`config.mk`:
```
export PLATFORM = sky130hd
export DESIGN_NAME = wifi_tx_puncture_buf
export DESIGN_NICKNAME = d
export VERILOG_FILES = /design/src/rtl/wifi_tx_pkg.sv /design/src/rtl/wifi_tx_bit_fifo.sv /design/src/rtl/wifi_tx_puncture_buf.sv
export SDC_FILE = /design/constraint.sdc
export NUM_CORES = 1
export LEC_CHECK = 0
export BUFFER_PORTS_ARGS = -buffer_cell sky130_fd_sc_hd__buf_2
export CAP_MARGIN = 20
export CORE_MARGIN = 2
export CORE_UTILIZATION = 42
export DETAILED_ROUTE_END_ITERATION = 12
export PLACE_DENSITY = 0.59
export SETUP_SLACK_MARGIN = 0.02
export SLEW_MARGIN = 20
export SYNTH_ARGS = -nofsm -noshare
export SYNTH_HDL_FRONTEND = slang
export SYNTH_HIERARCHICAL = 1
export SYNTH_SLANG_ARGS = --single-unit
```
`constraint.sdc`:
```
create_clock -name clk -period 12.13 [get_ports clk]
set_clock_uncertainty 0.2 [all_clocks]
set_input_delay 0.6065 -clock clk [delete_from_list [all_inputs] [get_ports clk]]
set_output_delay 0.6065 -clock clk [all_outputs]
set_load 0.02 [all_outputs]
```
`src/rtl/wifi_tx_pkg.sv`:
```
// Shared definitions for the Wi-Fi TX puncturing buffer: rate codes, FSM
// state encodings, puncture pattern periods and the keep/drop pattern.
package wifi_tx_pkg;

  localparam int unsigned PAT_W = 4;

  typedef enum logic [1:0] {
    RATE_1_2 = 2'b00,
    RATE_2_3 = 2'b01,
    RATE_3_4 = 2'b10,
    RATE_5_6 = 2'b11
  } rate_t;

  typedef enum logic [1:0] {
    ST_IDLE   = 2'd0,
    ST_ACTIVE = 2'd1,
    ST_DONE   = 2'd2
  } state_t;

  localparam logic [PAT_W-1:0] PER_1_2 = PAT_W'(2);
  localparam logic [PAT_W-1:0] PER_2_3 = PAT_W'(4);
  localparam logic [PAT_W-1:0] PER_3_4 = PAT_W'(6);
  localparam logic [PAT_W-1:0] PER_5_6 = PAT_W'(10);

  // Length of the repeating puncture pattern for a code rate.
  function automatic logic [PAT_W-1:0] pat_period(input rate_t r);
    logic [PAT_W-1:0] p;
    case (r)
      RATE_1_2: p = PER_1_2;
      RATE_2_3: p = PER_2_3;
      RATE_3_4: p = PER_3_4;
      default:  p = PER_5_6;
    endcase
    return p;
  endfunction

  // 1 when the coded bit at pattern position pos is transmitted.
  function automatic logic pat_keep(input rate_t r, input logic [PAT_W-1:0] pos);
    logic k;
    case (r)
      RATE_1_2: k = 1'b1;
      RATE_2_3: k = (pos != PAT_W'(3));
      RATE_3_4: k = !((pos == PAT_W'(3)) || (pos == PAT_W'(4)));
      default:  k = !((pos == PAT_W'(3)) || (pos == PAT_W'(4)) ||
                      (pos == PAT_W'(7)) || (pos == PAT_W'(8)));
    endcase
    return k;
  endfunction

endpackage

```
`src/rtl/wifi_tx_bit_fifo.sv`:
```
// Circular single-bit FIFO with registered read data.
// Ports: clk/reset (async active-low); wr/wr_data write request; rd read
// request; wr_acc_c/rd_acc_c combinational accept strobes; rd_data/rd_valid
// registered read result (one cycle after the accepted read); count fill
// level; full; overflow sticky dropped-write flag.
module wifi_tx_bit_fifo #(
  parameter int unsigned DEPTH = 64,
  parameter int unsigned AW    = $clog2(DEPTH)
) (
  input  logic        clk,
  input  logic        reset,
  input  logic        wr,
  input  logic        wr_data,
  input  logic        rd,
  output logic        wr_acc_c,
  output logic        rd_acc_c,
  output logic        rd_data,
  output logic        rd_valid,
  output logic [AW:0] count,
  output logic        full,
  output logic        overflow
);

  logic          mem [DEPTH];
  logic [AW-1:0] wr_ptr;
  logic [AW-1:0] rd_ptr;
  logic [AW:0]   count_next;

  // A read at full frees the slot the concurrent write lands in.
  assign rd_acc_c = rd & (count != '0);
  assign wr_acc_c = wr & (~full | rd_acc_c);

  always_comb begin
    count_next = count;
    case ({wr_acc_c, rd_acc_c})
      2'b10:   count_next = count + (AW+1)'(1);
      2'b01:   count_next = count - (AW+1)'(1);
      default: count_next = count;
    endcase
  end

  // Storage needs no reset.
  always_ff @(posedge clk) begin
    if (wr_acc_c) mem[wr_ptr] <= wr_data;
  end

  // Pointers wrap naturally since DEPTH is a power of two.
  always_ff @(posedge clk or negedge reset) begin
    if (!reset) begin
      wr_ptr   <= '0;
      rd_ptr   <= '0;
      count    <= '0;
      full     <= 1'b0;
      overflow <= 1'b0;
      rd_data  <= 1'b0;
      rd_valid <= 1'b0;
    end else begin
      if (wr_acc_c) wr_ptr <= wr_ptr + AW'(1);
      if (rd_acc_c) begin
        rd_ptr  <= rd_ptr + AW'(1);
        rd_data <= mem[rd_ptr];
      end
      rd_valid <= rd_acc_c;
      count    <= count_next;
      full     <= (count_next == (AW+1)'(DEPTH));
      if (wr & ~wr_acc_c) overflow <= 1'b1;
    end
  end

endmodule

```
`src/rtl/wifi_tx_puncture_buf.sv`:
```
// Buffers convolutionally coded bits and punctures them to the code rate
// latched at frame start.
// Ports: clk; reset (async active-low); valid_in/data_in coded bit input;
// rate code rate; enable downstream read request; valid_out/data_out kept
// bit output (two cycles after the buffer read); finished one-cycle
// end-of-frame pulse; full buffer full; overflow sticky dropped-write flag.
module wifi_tx_puncture_buf
  import wifi_tx_pkg::*;
#(
  parameter int unsigned DEPTH = 64,
  parameter int unsigned AW    = $clog2(DEPTH)
) (
  input  logic       clk,
  input  logic       reset,
  input  logic       valid_in,
  input  logic       data_in,
  input  logic [1:0] rate,
  input  logic       enable,
  output logic       valid_out,
  output logic       data_out,
  output logic       finished,
  output logic       full,
  output logic       overflow
);

  state_t           state;
  state_t           state_next;
  rate_t            rate_q;
  logic [PAT_W-1:0] pat_q;
  logic             keep_q;
  logic             frame_start_c;
  logic             rd_req_c;
  logic             wr_acc_c;
  logic             rd_acc_c;
  logic             rd_data;
  logic             rd_valid;
  logic [AW:0]      count;

  // Reads only drain an open frame; a bit held over from DONE waits for IDLE.
  assign rd_req_c = enable & (state == ST_ACTIVE);

  wifi_tx_bit_fifo #(
    .DEPTH (DEPTH),
    .AW    (AW)
  ) u_fifo (
    .clk      (clk),
    .reset    (reset),
    .wr       (valid_in),
    .wr_data  (data_in),
    .rd       (rd_req_c),
    .wr_acc_c (wr_acc_c),
    .rd_acc_c (rd_acc_c),
    .rd_data  (rd_data),
    .rd_valid (rd_valid),
    .count    (count),
    .full     (full),
    .overflow (overflow)
  );

  // State register.
  always_ff @(posedge clk or negedge reset) begin
    if (!reset) state <= ST_IDLE;
    else        state <= state_next;
  end

  // Next-state logic.
  always_comb begin
    state_next = state;
    case (state)
      ST_IDLE: begin
        if (wr_acc_c || (count != '0)) state_next = ST_ACTIVE;
      end
      ST_ACTIVE: begin
        if (rd_acc_c && !wr_acc_c && (count == (AW+1)'(1))) state_next = ST_DONE;
      end
      ST_DONE: state_next = ST_IDLE;
      default: state_next = ST_IDLE;
    endcase
  end

  // FSM decoded controls.
  always_comb begin
    frame_start_c = 1'b0;
    if ((state == ST_IDLE) && (wr_acc_c || (count != '0))) frame_start_c = 1'b1;
  end

  // Rate latch, pattern position and the keep decision for the bit being read.
  always_ff @(posedge clk or negedge reset) begin
    if (!reset) begin
      rate_q <= RATE_1_2;
      pat_q  <= '0;
      keep_q <= 1'b0;
    end else begin
      if (frame_start_c) begin
        rate_q <= rate_t'(rate);
        pat_q  <= '0;
      end else if (rd_acc_c) begin
        keep_q <= pat_keep(rate_q, pat_q);
        if (pat_q == pat_period(rate_q) - PAT_W'(1)) pat_q <= '0;
        else                                         pat_q <= pat_q + PAT_W'(1);
      end
    end
  end

  // Puncture output stage; data_out holds while nothing is kept.
  always_ff @(posedge clk or negedge reset) begin
    if (!reset) begin
      valid_out <= 1'b0;
      data_out  <= 1'b0;
      finished  <= 1'b0;
    end else begin
      valid_out <= rd_valid & keep_q;
      if (rd_valid & keep_q) data_out <= rd_data;
      finished <= (state_next == ST_DONE);
    end
  end

endmodule
```
==> qor.yml <==
synth:
  synth_seq_cells: 99
  async_reset_ff_share_pct: 35.4
  synth_area_per_cell_um2: 12.3
  synth.distinct_cells: 62
  ys_seq_area_share_pct: 57.3
  synth-edff-count: 64
  syn_inst: 397
  netlist_area_um2: 4890
  synth_nets: 415
  ys_warn_count: 6
  ys.flop_type: "edfxtp_1"
cells_and_area:
  layout.nets: 416
  antenna_cells: 0
  layout-drive-gt1-share_pct: 11.9
  fin_cells: 546
  final_area_um2: 5330
  utilization_pct: 46.9
  area_growth_pct: 9.12
detailed_routing:
  first_pass_iters: 4
  drt_iter0_drc: 262
  wl_per_cell_um: 17.9
  routed_wl_um: 9760
  viasPerCell: 5.59
  ant_nets: 0
  drc: 0
  route.vias.total: 3054
worst_hold_path:
  hold_class: "in -> async"
timing:
  fmax_mhz: 216
  hold_viol_final: 0
  setup-tns-final_ns: 0
  slew_headroom_pct: 38.1
  hold_slack_ns: 0.134
  report.final.setup_viol: 0
  finalCritPeriodShare_pct: 38.1
  final_max_slew_viol_count: 0
  worst_pin_slew_ns: 0.929
  period_needed_ns: 4.63
  rsz0062_at_grt: "false"
job:
  cap_violations: 0
floorplan:
  die-area_um2: 12500
  start_util_pct: 43.0
  fp.dieH_um: 112
  die_w_um: 112
  ios: 12
  fp.coreArea_um2: 11400
  row_count: 39
global_routing:
  grt_pass1_wl_um: 16300
  antenna_found_initial: 0
  grt_usage_pct: 17.0
  global_route.peak_usage_layer: "met2"
  grt_start_max_net_pins: 65
  grt_pass1_vias: 3085
  gr-total-overflow: 0
  met1_usage_pct: 22.0
  grt.met2_usage_pct: 27.3
  use_met3_pct: 4.14
worst_setup_path:
  worstPathArrival_ns: 4.68
  rrSetupSlack_ns: 7.50
  start_kind: "flip-flop"
  r2r_cells: 12
  required_ns: 12.18
  critical_path_class: "reg -> reg"
  cp_max_fo: 10
  timing.rr.end: "u_fifo/full"
  crit_path_end_kind: "flip-flop"
  r2r-start: "u_fifo/count[4]"
placement:
  gp_congestion: 0.831
  dp.cells: 530
  hpwl_um: 6240
  placed_cell_area_um2: 5010
  io_buffers: 11
clock_network:
  root_buffer: "clkbuf_16"
  clock_sinks: 99
  cts_buffer_depth: 2
  cts_resized: 0
  cts_buffers: 9
  cts_tree: "done"
  clkTransAtPathRegs_ns: 0.07
  ctsHoldBuffers: 0
  worst_skew_pair.late_latency_ns: 0.35
  cts_setup_buffers: 0
  cts_max_level: 3
status:
  status: "finished, final reports clean"
pwr:
  p_per_area_nw_per_um2: 227
  leakage_nw: 1.95
  peakVddDrop_uv: 111
[flip-flops by register name, indices dropped and copies added (netlist names), 2 cells and up]
name	count
pat_q	4
u_fifo/rd_ptr	6
u_fifo/mem	64
u_fifo/count	7
rate_q	2
state	2
u_fifo/wr_ptr	6
[cells by family (layout without fill, tap and decap cells)]
| group | after synthesis | after routing | share of synthesized area, % |
|---|---|---|---|
| adder cells (fa/ha/maj) | 11 | 11 | 2.97 |
| multiplexers | 26 | 26 | 9.65 |
| XOR/XNOR | 15 | 15 | 2.69 |
| AND/OR/NAND/NOR | 167 | 167 | 16.8 |
| flip-flops | 99 | 99 | 57.3 |
| buffers and inverters | 34 | 40 | 3.41 |
| AO/OA/AOI/OAI | 45 | 45 | 7.20 |
[routing by layer]
metal  up-vias  routed length (um)  share of wire (%)
met2        54                4770                 49
met4         0                 237                2.4
met1      1523                4470                 46
met3        18                 283                2.9
met5         -                   0                  0
li1       1459                   -                  -
[cells in the final DEF (no fill, tap or decap), types with 10 or more instances in the layout]
cell      count
nand2_1      29
inv_1        11
edfxtp_1     64
xnor2_1      10
ha_1         10
nor2_1       77
buf_2        11
mux2i_1      10
nand3_1      14
dfrtp_1      35
[cell usage after synthesis (all sizes together) (3+ instances only)]
cell / n / area share, %
nor2: 77 / 5.9
edfxtp: 64 / 39
dfrtp: 35 / 18
nand2: 29 / 2.2
clkbuf: 14 / 1.5
mux4: 14 / 7.1
nand3: 14 / 1.4
inv: 12 / 0.92
ha: 10 / 2.6
mux2i: 10 / 2.0
xnor2: 10 / 1.8
buf: 8 / 1.0
a21oi: 7 / 0.72
o21ai: 7 / 0.72
nand4: 6 / 0.77
nor2b: 6 / 0.77
a211o: 5 / 0.92
a211oi: 5 / 0.77
and2: 5 / 0.64
xor2: 5 / 0.90
a22oi: 4 / 0.61
and4: 3 / 0.54
nand3b: 3 / 0.46
nor4: 3 / 0.51
or3: 3 / 0.38
[stage by stage]
step	worst slack [ns]	total power, W
after floorplan	8.06	0.000818
after global placement	7.67	0.000899
after detailed placement	7.58	0.000909
after CTS	7.52	0.00122
after global routing	7.23	0.00129
final	7.50	0.00121
[cell type report]
cell class              count  area [um^2]
inverters                  12         45.0
flip-flops and latches     99         2800
fillers                  1038         6040
repair buffers             12         62.6
clock inverters             7          100
well taps                 143          179
multi-input cells         264         1920
clock buffers               9          225
[critical path, stage by stage (launching register included)]
cell and delay, ns:
dfrtp_1 0.44, or4_4 0.54, o41ai_4 0.52, a21oi_1 0.40, inv_1 0.13, ha_1 0.38, inv_1 0.11, fa_1 0.41
xor2_1 0.13, o21ai_0 0.10, or3_1 0.42, or4bb_1 0.52, a211oi_1 0.24
[power breakdown]
part           internal, W  switching [W]  total, W
Combinational     0.000178       0.000196  0.000374
Clock             0.000182       0.000128  0.000310
Sequential        0.000416       0.000112  0.000528
[how the worst max path moves through the flow]
stage,from,end,slack (ns)
2_1_floorplan,u_fifo/count[3],u_fifo/full,8.06
3_3_place_gp,u_fifo/count[3],u_fifo/full,7.67
3_5_place_dp,u_fifo/count[4],u_fifo/full,7.58
4_1_cts,u_fifo/count[4],u_fifo/full,7.52
5_1_grt,u_fifo/count[4],u_fifo/full,7.23
6_report,u_fifo/count[4],u_fifo/full,7.50
Power figures use the tool's default switching activity.
